### src/rtl/timer_counter.sv
// Memory-mapped 32-bit down-counter with software preset, one-shot and
// periodic auto-reload modes, and a maskable interrupt request.
module timer_counter (
   input  logic        clk,
   input  logic        reset,
   input  logic [1:0]  Addr,
   input  logic [3:0]  WE,
   input  logic [31:0] Din,
   output logic [31:0] Dout,
   output logic        IRQ
);

   typedef enum logic [1:0] {
      S_IDLE = 2'd0,
      S_LOAD = 2'd1,
      S_CNT  = 2'd2,
      S_INT  = 2'd3
   } state_t;

   localparam logic [1:0] ADDR_CTRL   = 2'd0;
   localparam logic [1:0] ADDR_PRESET = 2'd1;
   localparam logic [1:0] ADDR_COUNT  = 2'd2;

   state_t      state_q, state_d;
   logic [3:0]  ctrl_q, ctrl_d;
   logic [31:0] preset_q, preset_d;
   logic [31:0] count_q, count_d;
   logic        flag_q, flag_d;

   logic ctrl_en;
   logic ctrl_periodic;
   logic wr_any;
   logic wr_ctrl;
   logic wr_preset;

   assign ctrl_en       = ctrl_q[0];
   assign ctrl_periodic = (ctrl_q[2:1] == 2'b01);
   assign wr_any        = |WE;
   assign wr_ctrl       = wr_any && (Addr == ADDR_CTRL);
   assign wr_preset     = wr_any && (Addr == ADDR_PRESET);

   always_comb begin
      state_d  = state_q;
      ctrl_d   = ctrl_q;
      preset_d = preset_q;
      count_d  = count_q;
      flag_d   = flag_q;

      case (state_q)
         S_IDLE: begin
            if (ctrl_en) state_d = S_LOAD;
         end
         S_LOAD: begin
            count_d = preset_q;
            state_d = S_CNT;
         end
         S_CNT: begin
            if (!ctrl_en) begin
               state_d = S_IDLE;
            end else if (count_q == 32'd0) begin
               state_d = S_INT;
               flag_d  = 1'b1;
            end else begin
               count_d = count_q - 32'd1;
            end
         end
         S_INT: begin
            if (ctrl_periodic) begin
               state_d = S_LOAD;
               flag_d  = 1'b0;
            end else begin
               ctrl_d[0] = 1'b0;
               state_d   = S_IDLE;
            end
         end
         default: state_d = S_IDLE;
      endcase

      // Software writes are applied last so they win over the FSM's EN clear.
      if (wr_ctrl && WE[0]) ctrl_d = Din[3:0];
      if (wr_preset) begin
         for (int i = 0; i < 4; i++) begin
            if (WE[i]) preset_d[8*i +: 8] = Din[8*i +: 8];
         end
      end
      if (wr_ctrl || wr_preset) flag_d = 1'b0;
   end

   always_ff @(posedge clk) begin
      if (reset) begin
         state_q  <= S_IDLE;
         ctrl_q   <= 4'd0;
         preset_q <= 32'd0;
         count_q  <= 32'd0;
         flag_q   <= 1'b0;
      end else begin
         state_q  <= state_d;
         ctrl_q   <= ctrl_d;
         preset_q <= preset_d;
         count_q  <= count_d;
         flag_q   <= flag_d;
      end
   end

   always_comb begin
      case (Addr)
         ADDR_CTRL:   Dout = {28'd0, ctrl_q};
         ADDR_PRESET: Dout = preset_q;
         ADDR_COUNT:  Dout = count_q;
         default:     Dout = 32'd0;
      endcase
   end

   assign IRQ = flag_q & ctrl_q[3];

endmodule

### config.mk
export PLATFORM = sky130hd
export DESIGN_NAME = timer_counter
export DESIGN_NICKNAME = d
export VERILOG_FILES = /design/src/rtl/timer_counter.sv
export SDC_FILE = /design/constraint.sdc
export NUM_CORES = 1
export LEC_CHECK = 0
export ABC_AREA = 0
export BUFFER_PORTS_ARGS = -buffer_cell sky130_fd_sc_hd__buf_4
export CELL_PAD_IN_SITES_DETAIL_PLACEMENT = 2
export CELL_PAD_IN_SITES_GLOBAL_PLACEMENT = 2
export CORE_AREA = 3 3 118 120
export DETAILED_ROUTE_END_ITERATION = 12
export DIE_AREA = 0 0 121 123
export PLACE_DENSITY = 0.72
export SYNTH_ARGS = -nofsm -noshare
export SYNTH_HDL_FRONTEND = slang
export SYNTH_SLANG_ARGS = --single-unit
### constraint.sdc
create_clock -name clk -period 7.6 [get_ports clk]
set_clock_uncertainty 0.1 [all_clocks]
set_input_delay 0 -clock clk [delete_from_list [all_inputs] [get_ports clk]]
set_output_delay 0 -clock clk [all_outputs]
set_load 0.005 [all_outputs]
==> key figures, run 1 <==
GRT
  – Antenna violations before repair: 0
  – Number of global-route vias before repair: about 4800
  – Grt total ovfl: 0
  – Largest net degree at the start of global routing: 73
  – GRT Total Usage: 22.5%
  – First-pass GRT wire length: 26100 um

Synth
  – Syn Area/Cell: 7.50 um2
  – Syn_nets: 558
  – Top cell type's share of synthesized area: 36.7%
  – Synth warn: 0
  – Cells after synthesis: 517
  – Synth top area cells: dfxtp_1 (37%), a21oi_1 (8.9%), nand2_1 (8.2%)
  – Ys async rst share: 0%
  – Register bit total from synthesis: 71
  – Mapped cell area: 3880 um2
  – Post-synth EDFFs: 0
  – Netlist cell types: 50
  – Sequential fraction of the synthesis area: between 30% and 40%
  – Top FF cell, synth: dfxtp_1
  – Synth area leader: dfxtp_1

Worst setup path
  – Launching point of the worst reg2reg path: count_q[0]
  – Data arrival, critical path: 3.43 ns
  – CP Class: flip-flop to flip-flop
  – R2r worst-path depth: 8
  – CP startpoint kind: flip-flop
  – CP endpoint: count_q[30]
  – CP endpoint kind: flip-flop
  – Worst setup startpoint: count_q[0]
  – CP required: 7.76 ns
  – Reg-to-Reg End: count_q[30]
  – R2R setup slack: 4.34 ns
  – Worst Path Max Fanout: 39

CTS
  – Num Clock Sinks: slightly above 70
  – Clk slew on worst S/H paths: 0.06 ns
  – CTS tree: done
  – Max clock buf depth: 2
  – Clock root buffer: clkbuf_16
  – TritonCTS buffer count: 9
  – Gates resized, CTS repair: 0
  – Insertion delay to the later sink of the worst-skew pair: ~0.34 ns
  – Number of H-tree levels: 3
  – Post-CTS setup buffer count: 0

Hold path
  – Worst hold path type: input port to flip-flop

Timing
  – Slew @ Worst Pin: 1.01 ns
  – Rel. slew slack: between 30% and 40%
  – Setup total negative slack: 0 ns
  – Peak Freq: 306 MHz
  – Setup WS post-layout: 4.34 ns
  – Final Cycle Share: between 40% and 50%
  – Final worst path period need: 3.26 ns
  – RSZ-0062 raised after global routing: no
  – Pins Over Slew Limit: 0
  – Final number of setup-violating endpoints: 0
  – Hold Fails Final Rpt: 0

Run status
  – Outcome: finished, final reports clean

Layout
  – Leading cell type in the layout, fill and taps excluded: nand2_1
  – Fill count: approximately 1500
  – Area delta synth->final: 38.8%
  – Final Core Density: between 40% and 50%
  – Nets: around 660
  – Most frequent cells in the layout: nand2_1 (84), buf_4 (77), dfxtp_1 (71)
  – Share of cells above drive strength 1: 17.9%
  – Inserted Diodes: 0

Placement
  – # port buffers: approximately 70
  – Routability congestion estimate: 0.794
  – Place WS: 4.34 ns
  – Post-DP HPWL: 10400 um

Die
  – Die Width: roughly 120 um
  – Die height: 123 um
  – I/O pin cnt: 73
  – Core Region: approximately 13000 um2
  – Initial core utilization: between 20 and 30%
  – Die Footprint: around 15000 um2
  – Rows: 42

Route
  – Final wirelength: 16300 um
  – DRT iter0 DRCs: 265
  – Vias per std cell: 5.58
  – Drt first pass iters: 4
  – DRC viols: 0
  – Final ANT Viol Nets: 0
  – Wire per inst: 20.3 um
  – DR vias: between 4000 and 5000

Pwr
  – Pwr dens: 169 nW/um2
  – Leakage: 1.96 nW
  – Max rail drop VDD: 0.0000880 V

Job
  – Max Cap Viol: 0
cells in the mapped netlist, types with 3 or more instances:
cell type / number
nor4_4: 3
nand3_1: 42
nor2b_1: 4
buf_2: 3
a31oi_1: 5
a21oi_1: 69
or3_1: 4
a31o_2: 6
o21ai_0: 32
nor2_1: 28
buf_1: 5
a22o_1: 31
nor4_1: 7
or4_1: 3
nor3_1: 23
a21o_1: 4
mux2i_1: 7
inv_1: 8
dfxtp_1: 71
nand2_1: 85
o32ai_1: 6
o31ai_1: 3
clkbuf_1: 30
a22oi_1: 5
report_power, final:
group | internal, mW | total [mW] | switching, mW | leakage, nW
sequential | 0.379 | 0.388 | 0.00883 | 0.574
combinational | 0.0483 | 0.106 | 0.0573 | 1.26
clock | 0.239 | 0.415 | 0.176 | 0.127
worst max-delay path, stage by stage, from the launching register on:
cell and delay (ns):
dfxtp_1 0.35, inv_1 0.07, ha_1 0.18, or3b_4 0.41, or4_4 0.48, nor4_4 0.41, o21a_2 0.72, o21ai_0 0.23
a21oi_1 0.21
sequential cells by signal, summed over array words and instances, names as in the netlist:
signal	cells
state_q	2
ctrl_q	4
count_q	32
flag_q	1
preset_q	32
repair_timing:
action	4_1_cts	5_1_grt
hold endpoints to repair	37	0
setup endpoints to repair	0	0
hold buffers	59	0
stage by stage:
| stage | std cells | cell area [um2] | hold WS [ns] | total power [mW] |
|---|---|---|---|---|
| after CTS | 803 | 5380 | 0.0486 | 0.911 |
| after floorplan | 517 | 3880 | -0.0167 | 0.440 |
| after detailed placement | 728 | 4500 | 0.159 | 0.481 |
| after global routing | 803 | 5380 | 0.108 | 0.942 |
| after global placement | 728 | 4500 | 0.149 | 0.478 |
| final | 803 | 5380 | 0.0590 | 0.909 |
cell type report:
cell class              instances  area (um2)  area share (%)
multi-input cells             396        2250            41.9
flip-flops and latches         71        1420            26.4
repair buffers                136        1170            21.7
clock buffers                  12         256            4.77
well taps                     176         220            4.09
clock inverters                 4        30.0           0.558
inverters                       8        30.0           0.558
per-layer routing:
metal,share of wire (%),vias up,global-route usage [%]
met5,0,-,0
met4,1.5,0,7.79
met3,3.2,17,3.25
met2,48,82,37.0
met1,47,2276,30.2
li1,-,2102,-
how the worst min path moves through the flow:
stage | from | to | slack [ns] | cells past startpoint
floorplan | Addr[0] | Dout[0] | -0.02 | 1
global placement | Din[3] | ctrl_q[3] | 0.15 | 3
detailed placement | Din[2] | ctrl_q[2] | 0.16 | 3
CTS | Addr[0] | ctrl_q[2] | 0.05 | 4
global route | Addr[0] | ctrl_q[1] | 0.11 | 4
finish | Addr[0] | ctrl_q[1] | 0.06 | 4
logic make-up (layout without fill, tap and decap cells):
family | count (synthesis) | after routing | share of synthesized area, %
AOI/OAI and AO/OA | 174 | 174 | 28.7
adders and majority gates | 1 | 1 | 0.323
buffers and inverters | 50 | 160 | 5.52
DFF | 71 | 71 | 36.7
muxes | 8 | 8 | 2.10
and+or+nand+nor | 213 | 213 | 26.7
No activity file was read; power rests on OpenSTA's default activity.
==> run 2, diff against run 1 <==
- ABC_AREA: 0 -> 1
- CORE_AREA: 3 3 118 120 -> 3 3 134 136
- DIE_AREA: 0 0 121 123 -> 0 0 137 139
- PLACE_DENSITY: 0.72 -> 0.7
- clock period: 7.6 -> 2.79 ns (I/O delays scaled with it)
==> run 2 against run 1 <==
Compared with the run above: design area rose by 6.2%; via count rose by 14%; non-clock buffer count fell by 21; utilization fell by 7.6 points; die area rose by 28%; largest cell class unchanged.
==> key figures, run 2 <==
Worst setup path
  – CP Class: input port to flip-flop
  – R2R setup slack: about 0.52 ns
  – CP startpoint kind: input port
  – Worst path cell trace: dlygate4sd3_1, buf_4, nor2_1, inv_1, a21oi_2, nand2_1, nand2_1, a21oi_1, dlygate4sd3_1
  – Worst Path Max Fanout: 15
  – Critical Path Max Stage Delay: 0.56 ns
  – CP endpoint kind: flip-flop
  – Worst path top cell family by delay: buffers and inverters
  – Worst path slowest cell: dlygate4sd3_1
  – CP required: 2.92 ns
  – Data arrival, critical path: 2.47 ns
  – Buf/Inv on CP: 4

Route
  – Vias per std cell: 4.84
  – Wire per inst: 17.2 um
  – Drt first pass iters: 4
  – Final wirelength: 18200 um
  – DRT iter0 DRCs: 182
  – Final ANT Viol Nets: 0
  – DR vias: 5111
  – DRC viols: 0

Hold path
  – Worst hold path type: input port to flip-flop

Die
  – Die height: 139 um
  – Rows: 48
  – Die Footprint: 19000 um2
  – I/O pin cnt: 73
  – Initial core utilization: 25.4%
  – Die Width: 137 um
  – Core Region: roughly 17000 um2

CTS
  – Clock root buffer: clkbuf_16
  – Cts hold-fix bufs: 36
  – Number of H-tree levels: 3
  – Gates resized, CTS repair: 0
  – Insertion delay to the later sink of the worst-skew pair: 0.35 ns
  – Post-CTS setup buffer count: 0
  – Num Clock Sinks: ~70
  – Clk slew on worst S/H paths: 0.06 ns
  – CTS tree: done
  – TritonCTS buffer count: 9
  – Max clock buf depth: 2

Timing
  – Slew @ Worst Pin: slightly below 0.7 ns
  – Final worst path period need: 2.34 ns
  – Hold Fails Final Rpt: 0
  – RSZ-0062 raised after global routing: no
  – Rel. slew slack: between 50 and 60%
  – Peak Freq: 428 MHz
  – Final number of setup-violating endpoints: 0
  – Setup WS post-layout: 0.454 ns
  – Final Cycle Share: 83.7%
  – Setup total negative slack: 0 ns
  – Hold Slack: 0.0252 ns
  – Pins Over Slew Limit: 0

Pwr
  – Clock Power Share: 37.7%
  – Max rail drop VDD: 0.000293 V
  – Pwr dens: 564 nW/um2
  – Leakage: 2.73 nW
  – Sequential power share: between 30% and 40%
  – Psw: 1.13 mW
  – Sw Ratio: 35.1%
  – Logic pwr share: around 28%
  – Cell-internal power: ~2.1 mW

Synth
  – Synth top area cells: dfxtp_1 (33%), nand2_1 (17%), nor2_1 (12%)
  – Cells after synthesis: 731
  – Top post-synthesis cells by count: nand2_1 (192), nor2_1 (141), inv_1 (89)
  – Top FF cell, synth: dfxtp_1
  – Syn Area/Cell: 5.92 um2
  – Synth warn: 0
  – Post-synth EDFFs: 0
  – Synth area leader: dfxtp_1
  – Top cell type's share of synthesized area: 32.8%
  – Netlist cell types: 25
  – Register bit total from synthesis: slightly above 70
  – Ys async rst share: 0%
  – Sequential fraction of the synthesis area: 32.8%
  – Syn_nets: 772
  – Mapped cell area: 4330 um2
  – Count leader, synth: nand2_1

Layout
  – Final Core Density: 33.5%
  – Regs by FF count: count_q: 32 flops, preset_q: 32 flops, ctrl_q: 4 flops
  – Footprint of the multi-input gates: 2410 um2
  – Share of cells above drive strength 1: 13.2%
  – Leading cell type in the layout, fill and taps excluded: nand2_1
  – Register Area: between 1000 and 1500 um2
  – Area delta synth->final: 32.1%
  – Most frequent cells in the layout: nand2_1 (192), nor2_1 (140), inv_1 (88)
  – Fill count: 2103
  – Nets: 867
  – Inserted Diodes: 0

Placement
  – Routability congestion estimate: 0.807
  – # port buffers: 72
  – Post-DP HPWL: 13000 um
  – Place WS: 0.498 ns

GRT
  – GRT Total Usage: 19.7%
  – Largest net degree at the start of global routing: 57
  – Number of global-route vias before repair: 5786
  – Grt total ovfl: 0
  – First-pass GRT wire length: just under 30000 um
  – Antenna violations before repair: 0

Job
  – Max Cap Viol: 0

Run status
  – Outcome: finished, final reports clean
-- run 2: changes by cell type in the layout (fill, tap and decap cells not counted), moves of 29 or more --
cell | before | now
a21oi_1 | 69 | 40
inv_1 | 8 | 88
o21ai_0 | 32 | 64
nand2_1 | 84 | 192
a22o_1 | 31 | 0
nor2_1 | 28 | 140
-- run 2: final cells by class --
class / count / area share [%]
Clock inverter: 5 / 1.01
Multi-Input combinational cell: 540 / 42.2
Inverter: 89 / 5.85
Clock buffer: 11 / 4.25
Sequential cell: 71 / 24.9
Tap cell: 225 / 4.93
Timing Repair Buffer: 115 / 16.9
-- run 2: worst paths after layout --
kind / start / endpoint / cells after the start
max: Addr[1] / preset_q[1] / 9
max reg2reg: count_q[0] / count_q[13] / 11
min: WE[1] / flag_q / 5
min reg2reg: preset_q[21] / preset_q[21] / 2
-- run 2: cell families after synthesis --
group | count (synthesis) | share of synthesized area [%]
flip-flops | 71 | 32.8
buffers and inverters | 120 | 11.5
AND/OR/NAND/NOR | 401 | 38.1
adder cells (fa/ha/maj) | 1 | 0.289
AO/OA/AOI/OAI | 138 | 17.3
-- run 2: routing by layer --
metal,routed length [um],up-vias,GRT usage [%]
li1,-,2522,-
met1,8250,2513,24.1
met2,9350,58,35.2
met3,368,18,2.72
met4,248,0,5.93
met5,0,-,0
-- run 2: per-stage QoR --
stage | std cells | total power [mW] | instance area [um2]
CTS | 1056 | 3.27 | 5720
finish | 1056 | 3.22 | 5720
global placement | 1004 | 1.95 | 5050
global route | 1056 | 3.43 | 5720
floorplan | 731 | 1.68 | 4330
detailed placement | 1004 | 1.99 | 5050
-- run 2: power by group through the flow --
stage                     clock network (mW)  registers, mW  logic [mW]
after floorplan                            0           1.12       0.562
after global placement                     0           1.13       0.824
after detailed placement                   0           1.13       0.859
after CTS                               1.25           1.11       0.909
after global routing                    1.29           1.12        1.02
final                                   1.21           1.11       0.897
-- run 2: worst reg2reg max path: cells and delay by family, from the launching register on --
kind                     cells  cell delay (ns)
adder cells (fa/ha/maj)      1             0.29
buffers and inverters        1             0.13
AND/OR/NAND/NOR              9             1.34
flip-flops                   1             0.30
